--- src/rtl/alu_ctrl_if.sv ---
// alu_ctrl_if: instruction handshake and datapath control bundle.
// master drives s/ins, slave (the controller) drives everything else.
interface alu_ctrl_if;
    logic        s;
    logic [15:0] ins;
    logic        w;
    logic [2:0]  nsel;
    logic [2:0]  reg_num;
    logic [1:0]  vsel;
    logic        loada;
    logic        loadb;
    logic        loadc;
    logic        loads;
    logic        write;
    logic        asel;
    logic        bsel;
    logic [1:0]  shift;
    logic [1:0]  ALUop;
    logic [15:0] sximm8;
    logic        illegal;

    modport master (
        output s, ins,
        input  w, nsel, reg_num, vsel, loada, loadb, loadc, loads,
        input  write, asel, bsel, shift, ALUop, sximm8, illegal
    );

    modport slave (
        input  s, ins,
        output w, nsel, reg_num, vsel, loada, loadb, loadc, loads,
        output write, asel, bsel, shift, ALUop, sximm8, illegal
    );
endinterface

--- src/rtl/alu_ctrl.sv ---
// alu_ctrl: Moore FSM sequencing MOV/MVN/ADD/AND/CMP on a register datapath.
// Define ALU_CTRL_CMP_EN to execute CMP; otherwise CMP decodes as illegal.
module alu_ctrl (
    input  logic      clk,
    input  logic      reset,
    alu_ctrl_if.slave bus
);

    typedef enum logic [2:0] {
        WAIT,
        DECODE,
        GET_A,
        GET_B,
        OPERATE,
        WRITE_REG,
        WRITE_IMM
    } state_t;

    state_t      state;
    state_t      state_nx;
    logic [15:0] ir;
    logic        illegal_q;
    logic        illegal_d;

    logic [2:0] opc;
    logic [1:0] op;
    logic       cmp_ok;
    logic       is_movi;
    logic       is_movr;
    logic       is_mvn;
    logic       is_add;
    logic       is_and;
    logic       is_cmp;

`ifdef ALU_CTRL_CMP_EN
    assign cmp_ok = 1'b1;
`else
    assign cmp_ok = 1'b0;
`endif

    assign opc     = ir[15:13];
    assign op      = ir[12:11];
    assign is_movi = (opc == 3'b110) && (op == 2'b10);
    assign is_movr = (opc == 3'b110) && (op == 2'b00);
    assign is_mvn  = (opc == 3'b101) && (op == 2'b11);
    assign is_add  = (opc == 3'b101) && (op == 2'b00);
    assign is_and  = (opc == 3'b101) && (op == 2'b10);
    assign is_cmp  = (opc == 3'b101) && (op == 2'b01) && cmp_ok;

    // State, captured instruction and the delayed illegal flag.
    always_ff @(posedge clk) begin
        if (reset) begin
            state     <= WAIT;
            ir        <= 16'h0000;
            illegal_q <= 1'b0;
        end else begin
            state     <= state_nx;
            illegal_q <= illegal_d;
            if (state == WAIT && bus.s)
                ir <= bus.ins;
        end
    end

    // Next-state selection; illegal fires in the WAIT cycle after DECODE.
    always_comb begin
        state_nx  = state;
        illegal_d = 1'b0;
        unique case (state)
            WAIT:
                if (bus.s) state_nx = DECODE;
            DECODE: begin
                if (is_movi)
                    state_nx = WRITE_IMM;
                else if (is_movr || is_mvn)
                    state_nx = GET_B;
                else if (is_add || is_and || is_cmp)
                    state_nx = GET_A;
                else begin
                    state_nx  = WAIT;
                    illegal_d = 1'b1;
                end
            end
            GET_A:     state_nx = GET_B;
            GET_B:     state_nx = OPERATE;
            OPERATE:   state_nx = is_cmp ? WAIT : WRITE_REG;
            WRITE_REG: state_nx = WAIT;
            WRITE_IMM: state_nx = WAIT;
            default:   state_nx = WAIT;
        endcase
    end

    // Moore strobes derived from state and captured instruction.
    always_comb begin
        bus.w     = 1'b0;
        bus.nsel  = 3'b000;
        bus.vsel  = 2'b00;
        bus.loada = 1'b0;
        bus.loadb = 1'b0;
        bus.loadc = 1'b0;
        bus.loads = 1'b0;
        bus.write = 1'b0;
        bus.asel  = 1'b0;
        bus.bsel  = 1'b0;
        bus.shift = 2'b00;
        bus.ALUop = 2'b00;
        unique case (state)
            WAIT:
                bus.w = 1'b1;
            WRITE_IMM: begin
                bus.nsel  = 3'b100;
                bus.vsel  = 2'b10;
                bus.write = 1'b1;
            end
            GET_A: begin
                bus.nsel  = 3'b100;
                bus.loada = 1'b1;
            end
            GET_B: begin
                bus.nsel  = 3'b001;
                bus.loadb = 1'b1;
            end
            OPERATE: begin
                bus.loadc = 1'b1;
                bus.shift = ir[4:3];
                bus.asel  = is_movr;
                bus.ALUop = is_movr ? 2'b00 : op;
                bus.loads = is_cmp;
            end
            WRITE_REG: begin
                bus.nsel  = 3'b010;
                bus.write = 1'b1;
            end
            default: ;
        endcase
    end

    // Register index follows the one-hot select.
    always_comb begin
        unique case (bus.nsel)
            3'b100:  bus.reg_num = ir[10:8];
            3'b010:  bus.reg_num = ir[7:5];
            3'b001:  bus.reg_num = ir[2:0];
            default: bus.reg_num = 3'b000;
        endcase
    end

    assign bus.sximm8  = {{8{ir[7]}}, ir[7:0]};
    assign bus.illegal = illegal_q;

endmodule

--- src/flat_wrapper.sv ---
// flat-port wrapper written by rule: the top's interface ports become plain ports
module alu_ctrl_flat 
  (clk, reset, bus_s, bus_ins, bus_w, bus_nsel, bus_reg_num, bus_vsel, bus_loada, bus_loadb, bus_loadc, bus_loads, bus_write, bus_asel, bus_bsel, bus_shift, bus_ALUop, bus_sximm8, bus_illegal);
  alu_ctrl_if bus_i ();
  input  logic clk;
  input  logic reset;
  input wire logic [$bits(bus_i.s)-1:0] bus_s;
  input wire logic [$bits(bus_i.ins)-1:0] bus_ins;
  output wire logic [$bits(bus_i.w)-1:0] bus_w;
  output wire logic [$bits(bus_i.nsel)-1:0] bus_nsel;
  output wire logic [$bits(bus_i.reg_num)-1:0] bus_reg_num;
  output wire logic [$bits(bus_i.vsel)-1:0] bus_vsel;
  output wire logic [$bits(bus_i.loada)-1:0] bus_loada;
  output wire logic [$bits(bus_i.loadb)-1:0] bus_loadb;
  output wire logic [$bits(bus_i.loadc)-1:0] bus_loadc;
  output wire logic [$bits(bus_i.loads)-1:0] bus_loads;
  output wire logic [$bits(bus_i.write)-1:0] bus_write;
  output wire logic [$bits(bus_i.asel)-1:0] bus_asel;
  output wire logic [$bits(bus_i.bsel)-1:0] bus_bsel;
  output wire logic [$bits(bus_i.shift)-1:0] bus_shift;
  output wire logic [$bits(bus_i.ALUop)-1:0] bus_ALUop;
  output wire logic [$bits(bus_i.sximm8)-1:0] bus_sximm8;
  output wire logic [$bits(bus_i.illegal)-1:0] bus_illegal;
  assign bus_i.s = bus_s;
  assign bus_i.ins = bus_ins;
  assign bus_w = bus_i.w;
  assign bus_nsel = bus_i.nsel;
  assign bus_reg_num = bus_i.reg_num;
  assign bus_vsel = bus_i.vsel;
  assign bus_loada = bus_i.loada;
  assign bus_loadb = bus_i.loadb;
  assign bus_loadc = bus_i.loadc;
  assign bus_loads = bus_i.loads;
  assign bus_write = bus_i.write;
  assign bus_asel = bus_i.asel;
  assign bus_bsel = bus_i.bsel;
  assign bus_shift = bus_i.shift;
  assign bus_ALUop = bus_i.ALUop;
  assign bus_sximm8 = bus_i.sximm8;
  assign bus_illegal = bus_i.illegal;
  alu_ctrl u_core (.clk(clk), .reset(reset), .bus(bus_i));
endmodule
--- config.mk ---
export PLATFORM = sky130hd
export DESIGN_NAME = alu_ctrl_flat
export DESIGN_NICKNAME = d
export VERILOG_FILES = /design/src/rtl/alu_ctrl_if.sv /design/src/rtl/alu_ctrl.sv /design/src/flat_wrapper.sv
export SDC_FILE = /design/constraint.sdc
export NUM_CORES = 1
export LEC_CHECK = 0
export CORE_MARGIN = 3
export CORE_UTILIZATION = 36
export DETAILED_ROUTE_END_ITERATION = 8
export GPL_TIMING_DRIVEN = 0
export PLACE_DENSITY = 0.77
export SYNTH_ARGS = -nofsm -noshare
export SYNTH_HDL_FRONTEND = slang
export SYNTH_SLANG_ARGS = --single-unit
--- constraint.sdc ---
create_clock -name clk -period 1.4 [get_ports clk]
set_clock_uncertainty 0.1 [all_clocks]
set_input_delay 0.28 -clock clk [delete_from_list [all_inputs] [get_ports clk]]
set_output_delay 0.28 -clock clk [all_outputs]
set_load 0.05 [all_outputs]
==> impl_metrics.ini, run 1 <==
[outcome]
outcome = finished, violations left
violations = setup timing

[routing]
num_vias = 1308
via_per_inst = 5.21
ant_nets = 0
first_iter_violations = 47
routed_wl_mm = 4.32
drt-pass1-iter-count = 4
drc = 0
wl_per_cell_um = 17.2

[die]
io_pins = 56
rows = 19
die_area_um2 = 3820
die_w_um = 61.8
die_height_um = 61.8
core_area_um2 = 2850
initial_core_util = 0.393

[setup_path]
slowest_delay_ns = 0.35
cp_common_cell = buf_6
cp.arrival_ns = 1.49
path_cells = buf_6 > nor3b_4 > buf_4 > nand2_4 > nor2_4 > buf_6
end_kind = output pin
crit_path_start_kind = flop
r2r_cells = 8
critPathRequiredTime_ns = 1.02
path_class = reg2out
worst-path-max-fanout = 6
cp_slowest_cell = dfxtp_2

[min_path]
hold_depth = 2
hp-class = reg2reg

[timing]
finalSetupViolCount = 43
setup_slack_ns = -0.473
fin_crit_ns = 1.87
fmax_ghz = 0.534
rsz0062_at_grt = yes
period_share = 1.34
slew_viol_final = 0
fin_setup_tns_ns = -13.42
hold_viol_final = 0

[synthesis]
ys_ff_latch = 20
syn_inst = 140
synth_compound_area_frac = 0.174
synthTopCellsByArea = dfxtp_1, buf_4, nand2_1, a21oi_1, a22o_1
synth_ff_type = dfxtp_1
synth_top_area_cell = dfxtp_1
synth_top_family_by_area = simple AND/OR/NAND/NOR gates
synth_area_um2 = 1120
yosysWarningCount = 0
yosys.area_share.xor_xnor = 0.00781
ys_seq_area_frac = 0.357
syn_area_per_cell_um2 = 8.01
synth-simple-area-share = 0.280
synth_edf_count = 0
yosys.area.top_type_share = 0.357
synth_cell_types = 29
synth.most_common_cell = nand2_1
synthAdderAreaFrac = 0
synth-async-reset-ratio = 0
synth_mux_area_frac = 0
synth_common_cells = nand2_1, buf_4, dfxtp_1, a21oi_1, and2_1

[layout]
stdcell_area_um2 = 2330
synthToLayoutAreaGrowth_pct = 108
drive_gt1_frac = 0.627
fillers = 165
nets = 240
antenna_cells = 0

[grt]
gr-total-overflow = 0
grt_pass1_wl_mm = 5.68
grt_usage = 0.198
antenna_found_initial = 0
grt_pass1_vias = 1233
grt_max_degree = 12

[placement]
dp.final_hpwl_mm = 2.29
gp_routability_congestion = 0.764
place_area_um2 = 1800
port_buffers = 52

[clock_network]
numCtsBuffers = 3
root_buffer = clkbuf_4
path_clk_slew_ns = 0.12
cts_tree = built
clk_latency_ns = 0.29
cts_buffer_depth = 2
cts_hold_buf = 0
clock_sinks = 20
htree_levels = 1

[power_and_ir_drop]
ir_drop_uv = 540
power_density_nw_per_um2 = 647
power_w = 0.00151
p_leak_nw = 1.04

[flow_run]
cap_violations = 0
[cell usage in the layout, fill, tap and decap left out, drive strengths merged, types with 2 or more instances in the layout]
cell,n
buf,82
nand2,34
dfxtp,20
clkdlybuf4s50,18
a21oi,18
and2,7
clkbuf,6
a22o,6
nor2b,5
conb,3
nor4b,3
nor3,2
nor2,2
[cell families (layout without fill, tap and decap cells)]
logic type	Yosys count	after routing
other	1	3
AO/OA/AOI/OAI	31	31
buffers and inverters	29	107
XOR/XNOR	1	1
AND/OR/NAND/NOR	58	58
flip-flops	20	20
[where the power goes]
part           switching [W]  total [W]  internal (W)
registers          0.0000344   0.000633      0.000599
clock network       0.000178   0.000336      0.000158
logic               0.000285   0.000538      0.000253
[state kept, by name, summed over array words and instances (netlist names)]
| name | count |
|---|---|
| u_core.ir | 16 |
| u_core.bus.illegal | 1 |
| u_core.state | 3 |
[path summary, 6_finish.rpt]
| kind | from | endpoint | slack, ns |
|---|---|---|---|
| min reg2reg | u_core.ir[1] | u_core.ir[1] | 0.39 |
| max reg2reg | u_core.state[1] | u_core.ir[7] | -0.43 |
| min | u_core.ir[1] | u_core.ir[1] | 0.39 |
| max | u_core.state[1] | bus_asel | -0.47 |
[through the flow]
| step | worst slack [ns] | hold WS [ns] | instances | util |
|---|---|---|---|---|
| 3_5_place_dp | -0.952 | 0.370 | 225 | 0.629 |
| 3_3_place_gp | -0.935 | 0.363 | 225 | 0.629 |
| 6_report | -0.473 | 0.385 | 251 | 0.816 |
| 4_1_cts | -0.454 | 0.386 | 250 | 0.771 |
| 2_1_floorplan | -0.503 | 0.316 | 142 | - |
| 5_1_grt | -0.546 | 0.403 | 251 | 0.816 |
[routing by layer]
layer	share of wire	global-route usage	vias up
li1	-	-	615
met1	0.38	0.234	638
met2	0.56	0.377	49
met3	0.044	0.0124	6
met4	0.011	0.0636	0
met5	0	0	-
[critical path, delay by kind of cell (launching register included)]
kind | cells | cell delay (ns)
buffers and inverters | 3 | 0.46
DFF | 1 | 0.35
and+or+nand+nor | 3 | 0.40
[cell type report]
class / count / area, um^2 / share of cell area
Multi-Input combinational cell: 93 / 741 / 0.318
Timing Repair Buffer: 78 / 852 / 0.366
Tap cell: 31 / 38.8 / 0.0167
Sequential cell: 20 / 422 / 0.181
Clock buffer: 4 / 36.3 / 0.0156
Buffer: 25 / 238 / 0.102
[timing repair]
item | in CTS | in global routing
endpoints found under the hold margin | 0 | 0
setup endpoints to repair | 53 | 46
pin swaps | 6 | 13
resized for setup | 288 | 43
setup buffers | 22 | 8
Power figures use the tool's default switching activity.
==> inputs of run 2 (changes only) <==
- CTS_CLUSTER_SIZE: not set -> 30
==> results of run 2 <==
Same layout as run 1: the final DEF is identical, and so are final timing and power.
==> inputs of run 3 (changes only) <==
- CORE_UTILIZATION: 36 -> 35
- PLACE_DENSITY: 0.77 -> 0.75
- SLEW_MARGIN: not set -> 20
==> impl_metrics.ini, run 3 (synthesis gave the netlist of run 1 again) <==
[routing]
routed_wl_mm = 4.36
ant_nets = 0
num_vias = 1280
first_iter_violations = 66
drt-pass1-iter-count = 4
wl_per_cell_um = 16.7
via_per_inst = 4.90
drc = 0

[layout]
nets = 239
synthToLayoutAreaGrowth_pct = 114
stdcell_count = 261
largest_reg_flops = 16
final_cell_mix = buf_6, buf_4, buf_8, nand2_1, clkdlybuf4s50_1
fillers = 177
final_common_cell = buf_6
antenna_cells = 0
drive_gt1_frac = 0.676
regMostFlops = u_core.ir

[die]
io_pins = 56
die_area_um2 = 3920
initial_core_util = 0.387
rows = 19
die_height_um = 62.6
core_area_um2 = 2900
die_w_um = 62.6

[timing]
fin_crit_ns = 1.89
finalSetupViolCount = 44
hold_viol_final = 0
fmax_ghz = 0.529
period_share = 1.35
setup_slack_ns = -0.491
rsz0062_at_grt = yes
slew_viol_final = 0

[grt]
antenna_found_initial = 0
grt_pass1_wl_mm = 6.36
grt_pass1_vias = 1261
grtUsageMet2 = 0.369
gr-usage-met3 = 0.0252
grt.busiest_layer = met2
grt_usage = 0.199
gr-total-overflow = 0
grt_max_degree = 12
grt_use_met1 = 0.235

[placement]
dpl.cell_count = 236
dp.final_hpwl_mm = 2.38
gp_routability_congestion = 0.800
pre_cts_ws_ns = -0.938
port_buffers = 52

[flow_run]
cap_violations = 0

[setup_path]
rr_startpoint = u_core.state[2]
critPathRequiredTime_ns = 1.02
path_class = reg2out
end_kind = output pin
timing.rr.end = u_core.ir[15]
crit_start = u_core.state[1]
cp.arrival_ns = 1.51
endpoint = bus_reg_num[0]
crit_path_start_kind = flop
r2r_cells = 8
worst-r2r-setup-slack_ns = -0.31
worst-path-max-fanout = 6

[power_and_ir_drop]
p_leak_nw = 1.04
ir_drop_uv = 589
power_density_nw_per_um2 = 638

[clock_network]
clk_latency_ns = 0.29
cts_tree = built
clock_sinks = 20
path_clk_slew_ns = 0.11
root_buffer = clkbuf_4
cts_hold_buf = 0
cts_buffer_depth = 2
htree_levels = 1
numCtsBuffers = 3

[min_path]
hp-class = reg2reg

[outcome]
violations = setup timing
outcome = finished, violations left
-- run 3: changes by cell type in the layout (fill, tap and decap cells not counted), sizes merged --
cell / delta
clkbuf: -1
-- run 3: area by class of cell --
class | count | area (um^2) | share of cell area
timing repair buffer | 77 | 867 | 0.362
sequential | 20 | 422 | 0.176
clock buffer | 4 | 36.3 | 0.0151
buffer | 25 | 254 | 0.106
multi-input combinational | 93 | 766 | 0.319
tap | 42 | 52.6 | 0.0219
-- run 3: power breakdown --
group / switching [W] / internal [W]
clock: 0.000172 / 0.000158
sequential: 0.0000398 / 0.000600
combinational: 0.000289 / 0.000269
total: 0.000501 / 0.00103
-- run 3: worst min-delay path by stage --
stage	cells after the start	startpoint	end	slack (ns)
finish	2	u_core.ir[6]	u_core.ir[6]	0.39
global route	2	u_core.ir[6]	u_core.ir[6]	0.41
CTS	2	u_core.ir[6]	u_core.ir[6]	0.39
detailed placement	2	u_core.ir[6]	u_core.ir[6]	0.37
global placement	2	u_core.ir[8]	u_core.ir[8]	0.36
floorplan	2	bus_ins[10]	u_core.ir[10]	0.32
-- run 3: timing repair --
item                                    in CTS  in global routing
gates resized for setup                    281                 70
endpoints found under the setup margin      51                 50
cloned                                       0                  1
pin swaps                                    6                 28
buffers inserted                            15                 13
endpoints found under the hold margin        0                  0
-- run 3: critical path, stage by stage (launching register included) --
cell     delay, ns
dfxtp_2       0.35
buf_6         0.14
nor2b_4       0.14
a22o_1        0.21
a22o_4        0.22
buf_6         0.15
-- run 3: per-stage QoR --
stage	area (um^2)	total power, W	util	hold slack (ns)	TNS [ns]
floorplan	1240	0.000917	-	0.316	-3.55
global placement	1810	0.00105	0.624	0.363	-25.89
detailed placement	1810	0.00106	0.624	0.369	-26.57
CTS	2130	0.00145	0.736	0.386	-8.43
global route	2400	0.00160	0.827	0.406	-13.68
finish	2400	0.00153	0.827	0.392	-11.66
-- run 3: per-layer routing --
layer  up-vias  routed length [um]
li1        611                   -
met1       609                1680
met2        50                2380
met3        10                 191
met4         0                 113
met5         -                   0
